[src/rtl/axi_vga_fetch_sched.sv]
// Frame-by-frame AXI AR burst scheduler for the VGA framebuffer fetch path.
// Bursts are issued only when the downstream pixel FIFO has guaranteed room for every beat.
module axi_vga_fetch_sched #(
    parameter int unsigned AXIDataWidth = 64,
    parameter int unsigned AddrWidth    = 64,
    parameter int unsigned FifoDepth    = 64,
    parameter int unsigned BurstLen     = 16
) (
    input  logic                         clk_i,
    input  logic                         rst_ni,
    input  logic                         enable_i,
    input  logic [AddrWidth-1:0]         fb_base_i,
    input  logic [31:0]                  frame_beats_i,
    input  logic                         frame_start_i,
    input  logic [$clog2(FifoDepth):0]   fifo_level_i,
    input  logic                         beat_push_i,
    output logic                         ar_valid_o,
    input  logic                         ar_ready_i,
    output logic [AddrWidth-1:0]         ar_addr_o,
    output logic [7:0]                   ar_len_o,
    output logic                         busy_o,
    output logic                         overrun_o
);

    localparam int unsigned CW = $clog2(FifoDepth) + 1;

    localparam logic [1:0] IDLE       = 2'd0;
    localparam logic [1:0] WAIT_FRAME = 2'd1;
    localparam logic [1:0] ISSUE      = 2'd2;
    localparam logic [1:0] DRAIN      = 2'd3;

    localparam logic [AddrWidth-1:0] STRIDE      = AddrWidth'(BurstLen * (AXIDataWidth / 8));
    localparam logic [CW-1:0]        BURST_CR    = CW'(BurstLen);
    localparam logic [31:0]          BURST_BEATS = 32'(BurstLen);
    localparam logic [CW+1:0]        DEPTH_W     = (CW + 2)'(FifoDepth);

    logic [1:0]           state_q, state_d;
    logic [AddrWidth-1:0] addr_q, addr_d;
    logic [31:0]          rem_q, rem_d;
    logic [CW-1:0]        out_q, out_d;
    logic                 pend_q, pend_d;
    logic                 overrun_q, overrun_d;
    logic                 valid_q, valid_d;
    logic                 busy_q, busy_d;
    logic                 hs;
    logic [CW+1:0]        credit_need;

    assign hs          = valid_q & ar_ready_i;
    assign ar_valid_o  = valid_q;
    assign ar_addr_o   = addr_q;
    assign ar_len_o    = 8'(BurstLen - 1);
    assign busy_o      = busy_q;
    assign overrun_o   = overrun_q;

    always_comb begin
        state_d   = state_q;
        addr_d    = addr_q;
        rem_d     = rem_q;
        pend_d    = pend_q;
        overrun_d = overrun_q;

        out_d = out_q;
        if (hs) out_d = out_d + BURST_CR;
        if (beat_push_i && (out_q != '0)) out_d = out_d - CW'(1);

        case (state_q)
            IDLE: begin
                overrun_d = 1'b0;
                pend_d    = 1'b0;
                if (enable_i) state_d = WAIT_FRAME;
            end
            WAIT_FRAME: begin
                if (!enable_i) begin
                    state_d = IDLE;
                end else if (frame_start_i) begin
                    state_d = ISSUE;
                    addr_d  = fb_base_i;
                    rem_d   = frame_beats_i;
                end
            end
            ISSUE: begin
                if (frame_start_i) begin
                    overrun_d = 1'b1;
                    pend_d    = 1'b1;
                end
                if (hs) begin
                    addr_d = addr_q + STRIDE;
                    rem_d  = rem_q - BURST_BEATS;
                    if ((rem_d == '0) || !enable_i) state_d = DRAIN;
                end else if (!valid_q && (!enable_i || (rem_q == '0))) begin
                    state_d = DRAIN;
                end
            end
            default: begin
                if (frame_start_i) begin
                    overrun_d = 1'b1;
                    pend_d    = 1'b1;
                end
                if (out_q == '0) begin
                    if (!enable_i) begin
                        state_d = IDLE;
                        pend_d  = 1'b0;
                    end else if (pend_q || frame_start_i) begin
                        state_d = ISSUE;
                        addr_d  = fb_base_i;
                        rem_d   = frame_beats_i;
                        pend_d  = 1'b0;
                    end else begin
                        state_d = WAIT_FRAME;
                    end
                end
            end
        endcase

        // Credit check uses the post-update outstanding count so back-to-back bursts stay safe.
        credit_need = (CW + 2)'(fifo_level_i) + (CW + 2)'(out_d) + (CW + 2)'(BurstLen);
        if (valid_q && !ar_ready_i) begin
            valid_d = 1'b1;
        end else begin
            valid_d = (state_d == ISSUE) && (rem_d != '0) && enable_i && (credit_need <= DEPTH_W);
        end
        busy_d = (state_d == ISSUE) || (state_d == DRAIN);
    end

    always_ff @(posedge clk_i) begin
        if (!rst_ni) begin
            state_q   <= IDLE;
            addr_q    <= '0;
            rem_q     <= '0;
            out_q     <= '0;
            pend_q    <= 1'b0;
            overrun_q <= 1'b0;
            valid_q   <= 1'b0;
            busy_q    <= 1'b0;
        end else begin
            state_q   <= state_d;
            addr_q    <= addr_d;
            rem_q     <= rem_d;
            out_q     <= out_d;
            pend_q    <= pend_d;
            overrun_q <= overrun_d;
            valid_q   <= valid_d;
            busy_q    <= busy_d;
        end
    end

endmodule

[config.mk]
export PLATFORM = sky130hd
export DESIGN_NAME = axi_vga_fetch_sched
export DESIGN_NICKNAME = d
export VERILOG_FILES = /design/src/rtl/axi_vga_fetch_sched.sv
export SDC_FILE = /design/constraint.sdc
export NUM_CORES = 1
export LEC_CHECK = 0
export BUFFER_PORTS_ARGS = -buffer_cell sky130_fd_sc_hd__buf_2
export CAP_MARGIN = 20
export CORE_MARGIN = 1.5
export CORE_UTILIZATION = 30
export CTS_CLUSTER_DIAMETER = 100
export DETAILED_ROUTE_END_ITERATION = 8
export GPL_TIMING_DRIVEN = 0
export SYNTH_ARGS = -nofsm -noshare
export SYNTH_HDL_FRONTEND = slang
export SYNTH_SLANG_ARGS = --single-unit
[constraint.sdc]
create_clock -name clk_i -period 7.6 [get_ports clk_i]
set_input_delay 0.76 -clock clk_i [delete_from_list [all_inputs] [get_ports clk_i]]
set_output_delay 0.76 -clock clk_i [all_outputs]
set_load 0.05 [all_outputs]
Word-level counts from Yosys, hierarchy flattened
Cells that the tools add are included.
{"block": "totals", "regBits": 109, "inputBits": 109, "wordCells": 84}
{"block": "classes", "n_lt_le_gt_ge": 1, "muxes": 34, "add_sub_neg": 6, "n_eq_ne": 8, "reduce_logical": 24, "bitwise_logic": 3}
{"op": "$mux 64", "count": 6}
{"op": "$mux 32", "count": 6}
{"op": "$pmux 64 s3", "count": 1}
{"op": "$pmux 32 s3", "count": 1}
{"op": "$add 64x8->64 const B", "count": 1}
{"op": "$logic_not 32->1", "count": 2}
{"op": "$reduce_bool 32->1", "count": 1}
{"op": "$sub 32x5->32 const B", "count": 1}
{"op": "$mux 2", "count": 9}
{"op": "$mux 7", "count": 2}
{"op": "$add 8x5->9 const B", "count": 1}
{"op": "$le 9x7->1 const B", "count": 1}
{"op": "$add 7x7->8", "count": 1}
{"op": "$add 7x5->7 const B", "count": 1}
{"op": "$logic_not 7->1", "count": 1}
{"op": "$reduce_and 7->1", "count": 1}
{"op": "$reduce_bool 7->1", "count": 1}
{"op": "$sub 7x1->7 const B", "count": 1}
{"op": "$eq 2x2->1 const B", "count": 3}
{"op": "$logic_and 1x1->1", "count": 6}
{"op": "$mux 1", "count": 6}
{"op": "$ne 2x2->1 const B", "count": 3}
{"op": "$pmux 2 s3", "count": 1}
{"op": "$reduce_bool 3->1", "count": 2}
{"op": "11 further kinds", "count": 17}

Depth between registers and ports, before layout
{"block": "logic_depth", "depth_word": 11, "mapped_depth": 18, "mapped_depth_nobuf": 18}

Worst setup path before layout
Ideal clock, no wire load.
{"block": "synth_path", "path_type": "input -> register", "startpoint": "input ar_ready_i", "endpoint": "register valid_q, in the netlist ar_valid_o", "cell_stages": 15, "arrival_time_ns": 3.075, "setup_slack_ns": 4.451, "n_path_buf": 1, "setup_ns": 0.074, "cell_sequence": "clkbuf_1 a21oi_1 a31oi_1 nor2_1 nand2_1 o311ai_0 ha_1 ha_1 xor2_1 or3_1 a21oi_1 o21ai_0 a21oi_1 a21oi_1 a31oi_1"}
{"block": "synth_via", "elab_chain_cells": 9}
{"element": "start: declaration", "line": "18", "rtl": "input logic ar_ready_i,"}
{"element": "$and 1x1->1 *", "line": "48", "rtl": "assign hs = valid_q & ar_ready_i;"}
{"element": "$mux 7 *", "line": "63", "rtl": "if (hs) out_d = out_d + BURST_CR;"}
{"element": "$sub 7x1->7", "line": "64", "rtl": "if (beat_push_i && (out_q != '0)) out_d = out_d - CW'(1);"}
{"element": "$mux 7 *", "line": "64"}
{"element": "via out_d[5]", "line": "40", "rtl": "logic [CW-1:0] out_q, out_d;"}
{"element": "$add 7x7->8 *", "line": "116", "rtl": "credit_need = (CW + 2)'(fifo_level_i) + (CW + 2)'(out_d) + (CW + 2)'(BurstLen);"}
{"element": "$add 8x5->9 *", "line": "116"}
{"element": "$le 9x7->1 *", "line": "120", "rtl": "valid_d = (state_d == ISSUE) && (rem_d != '0) && enable_i && (credit_need <= DEPTH_W);"}
{"element": "$logic_and 1x1->1 *", "line": "120"}
{"element": "$mux 1 *", "line": "117", "rtl": "if (valid_q && !ar_ready_i) begin"}
{"element": "end signal: assignment", "line": "142", "rtl": "valid_q <= valid_d;"}
{"element": "end: declaration", "line": "43", "rtl": "logic valid_q, valid_d;"}
Mark *: on every way through the listed nets, which the timed path passes. The rest lies on a longest branch.
A chain may end at the register's enable or synchronous reset.

Final worst setup path
{"block": "layout_path", "startpoint": "register out_q[0]", "endpoint": "register valid_q, in the netlist ar_valid_o"}
{"block": "layout_via", "elab_chain_cells": 9}
{"element": "start: declaration", "line": "40"}
{"element": "start signal: assignment", "line": "139", "rtl": "out_q <= out_d;"}
{"element": "$add 7x5->7", "line": "63"}
{"element": "$mux 7", "line": "63"}
{"element": "$sub 7x1->7", "line": "64"}
{"element": "$mux 7 *", "line": "64"}
{"element": "via out_d[5]", "line": "40"}
{"element": "$add 7x7->8 *", "line": "116"}
{"element": "$add 8x5->9 *", "line": "116"}
{"element": "$le 9x7->1 *", "line": "120"}
{"element": "$logic_and 1x1->1 *", "line": "120"}
{"element": "$mux 1 *", "line": "117"}
Marks and branches as above.

==> metrics <==
post-synthesis mux area share less than 1%; Core ar. 0.0242 mm2; Placer Congestion between 0.9 and 1; n_diodes 0; Remaining DRCs 0; DR iter-0 viols 1013; CTS tree done; DP HPWL about 22000 um; htree depth 3; share of cells above drive strength 1 20.4%; hold crit path type register to register; Max VDD drop 0.000110 V; Max Fclk 0.258 GHz; setup repair after global routing missed its margin no; Simple-Gate Fraction of Synth Area between 20% and 30%; initial antenna violation count 1; clock buffer depth 2; Tmin final ~3.9 ns; number of global-route vias before repair 7850; post-CTS sizing 0; Area after DPL 0.00869 mm2; Crit path buffers/inverters 1; port buffer count about 170; P_leak ~0.0038 uW; Final setup viols 0; Clock Latency Late Sink 0.38 ns; main combinational cell family by area after synthesis simple AND/OR/NAND/NOR gates; Final Hold Fails 0; die area roughly 0.026 mm2; Vias 8622; GRT Util Overall 23.0%; largest net degree at the start of global routing 20; crit end category register; fin. max-slew vios 0; relative slew slack 33.2%; slowest stage delay, CP 0.49 ns; Final TNS setup 0 ns; Finished Cell Area 0.00902 mm2; Synth Area in XOR/XNOR 2.24%; Seq/Total Area, Yosys between 20% and 30%; number of flops mapped to enable cells by yosys 0; CTS buffer count 9; crit path launch type register; Syn Std Cell Area 0.00739 mm2; Mapped Avg Cell Area ~7.4 um2; Root Driver clkbuf_16; hold-fix buffers at CTS 0; Die H between 150 and 200 um; crit-path cells inv_1 > ha_1 > nor4b_4 > nand2_1 > nand2_1 > nor3_1 > o311ai_0 > ha_1 > ha_1 > xor2_1 > or3_1 > a21oi_1 > o21ai_0 > a21oi_1 > a21oi_1 > a31oi_1; multi-input logic area 0.00474 mm2; number of setup buffers added after CTS 0; Synth area leaders dfxtp_1 30%, a21oi_1 5.6%, nand2_1 5.3%; final wirelength 30200 um; Syn-to-layout area delta 22.1%; Final #Nets 1314; I/O pins 184; Compound-Gate Fraction of Synth Area 27.8%; Starting Density between 30% and 40%; fillers 2589; Final period util 51.0%; Mapped Cells 993; Primary FF master, synth dfxtp_1; vias per cell 5.69; Tightest Pin Transition about 1 ns; crit path max fanout 5; async set-reset flop share out of synthesis 0%; slowest CP cell o311ai_0; Seq cells post-synth 109; setup slack after layout 3.72 ns; Storage cell area between 0.002 and 0.0025 mm2; Synth area leader dfxtp_1; area share of the largest cell type after synthesis 29.5%; total iterations of the first detailed-routing run 5; PwrDens 203 mW/mm2; Worst EP arrival 4.15 ns; total global routing overflow 0; Detail Route Antenna Nets 0; clock sink count between 100 and 150; required time worst endpoint 7.88 ns; post-synthesis cell type count just over 80; Post-Synth Adder-Cell Area 3.49%; status complete, no violations; worst hold slack 0.471 ns; Clock Skew 0.0165 ns; Crit path max-delay family compound AO/OA/AOI/OAI gates; pre-CTS setup slack 3.76 ns; Cell Rows 57; Max-Cap Viols 0; Avg WL per Cell 20.0 um; Synth Warn # 0; kind of critical path register to register; Reg clk slew, reported paths 0.08 ns; global-route wire length before repair 45800 um; Die X between 150 and 200 um
-- sequential cells by signal (all words and copies together) (netlist names) --
signal and flops:
ar_addr_o 64, ar_valid_o 1, busy_o 1, out_q 7, overrun_o 1, pend_q 1
rem_q 32, state_q 2
-- final cells by class --
class                      count  area share (%)
multi-input combinational    781            52.5
sequential                   109            24.2
timing repair buffer         175            9.70
buffer                        86            4.49
tap                          324            4.49
clock buffer                   9            2.50
clock inverter                 7            1.18
inverter                      23           0.957
-- cells in the final DEF, fill, tap and decap left out, types with 23 or more instances in the layout --
master / synthesis / routed
nor2_1: 74 / 74
a21boi_0: 24 / 24
nand3_1: 47 / 47
a21oi_1: 82 / 82
and2_1: 34 / 34
nor4_1: 23 / 23
nand2_1: 104 / 104
dfxtp_1: 109 / 109
o21ai_0: 77 / 77
nor3_1: 35 / 35
inv_1: 23 / 23
buf_2: 9 / 184
clkbuf_1: 60 / 60
-- layer usage --
metal  vias to the layer above  share of wire [%]  track usage (%)  wire length (um)
met4                         2                3.4             8.88              1040
met1                      4029                 44             31.9             13300
met2                       495                 44             35.2             13200
li1                       4028                  -                -                 -
met5                         -              0.023                0                 7
met3                        68                8.9             4.44              2710
-- path summary, 6_finish.rpt --
kind	to	cells after the start	slack, ns	startpoint
worst max register to register	ar_valid_o$_SDFF_PN0_	16	3.72	out_q[0]$_SDFF_PN0_
worst min-delay path	ar_addr_o[3]$_SDFFE_PN0P_	2	0.47	ar_addr_o[3]$_SDFFE_PN0P_
worst min register to register	ar_addr_o[3]$_SDFFE_PN0P_	2	0.47	ar_addr_o[3]$_SDFFE_PN0P_
worst max-delay path	ar_valid_o$_SDFF_PN0_	16	3.72	out_q[0]$_SDFF_PN0_
-- power breakdown --
group          switching [uW]  internal, uW  total [uW]
sequential               33.5           600         634
combinational             385           256         640
clock                     263           296         558
-- per-stage QoR --
step,utilization (%),instances,total power [uW]
finish,37.2,1514,1830
detailed placement,35.9,1498,1280
global route,37.2,1514,1940
floorplan,-,999,1110
CTS,37.2,1514,1830
global placement,35.8,1497,1270
-- worst min-delay path: stages, from the launching register on --
cell      delay [ns]
dfxtp_1         0.32
nand2_1         0.05
a21boi_0        0.06
-- synth_stat cells, types with 9 or more instances --
cell,count
ha_1,19
dfxtp_1,109
buf_2,9
nor3_1,35
inv_1,23
o21ai_0,77
a21boi_0,24
nand4_1,16
a31oi_1,20
clkbuf_1,60
nor2b_1,20
xnor2_1,9
a21oi_1,82
nand3_1,47
and2_1,34
and3_1,15
nand2_1,104
o221a_2,13
nor2_1,74
or3_1,9
buf_4,9
nor4_1,23
-- cell families after synthesis --
kind of cell,count (synthesis)
AOI/OAI and AO/OA,313
xor gates and xnor gates,18
adders and majority gates,20
buffers and inverters,109
DFF,109
muxes,3
other,2
and+or+nand+nor,419
No activity file was read; power rests on OpenSTA's default activity.
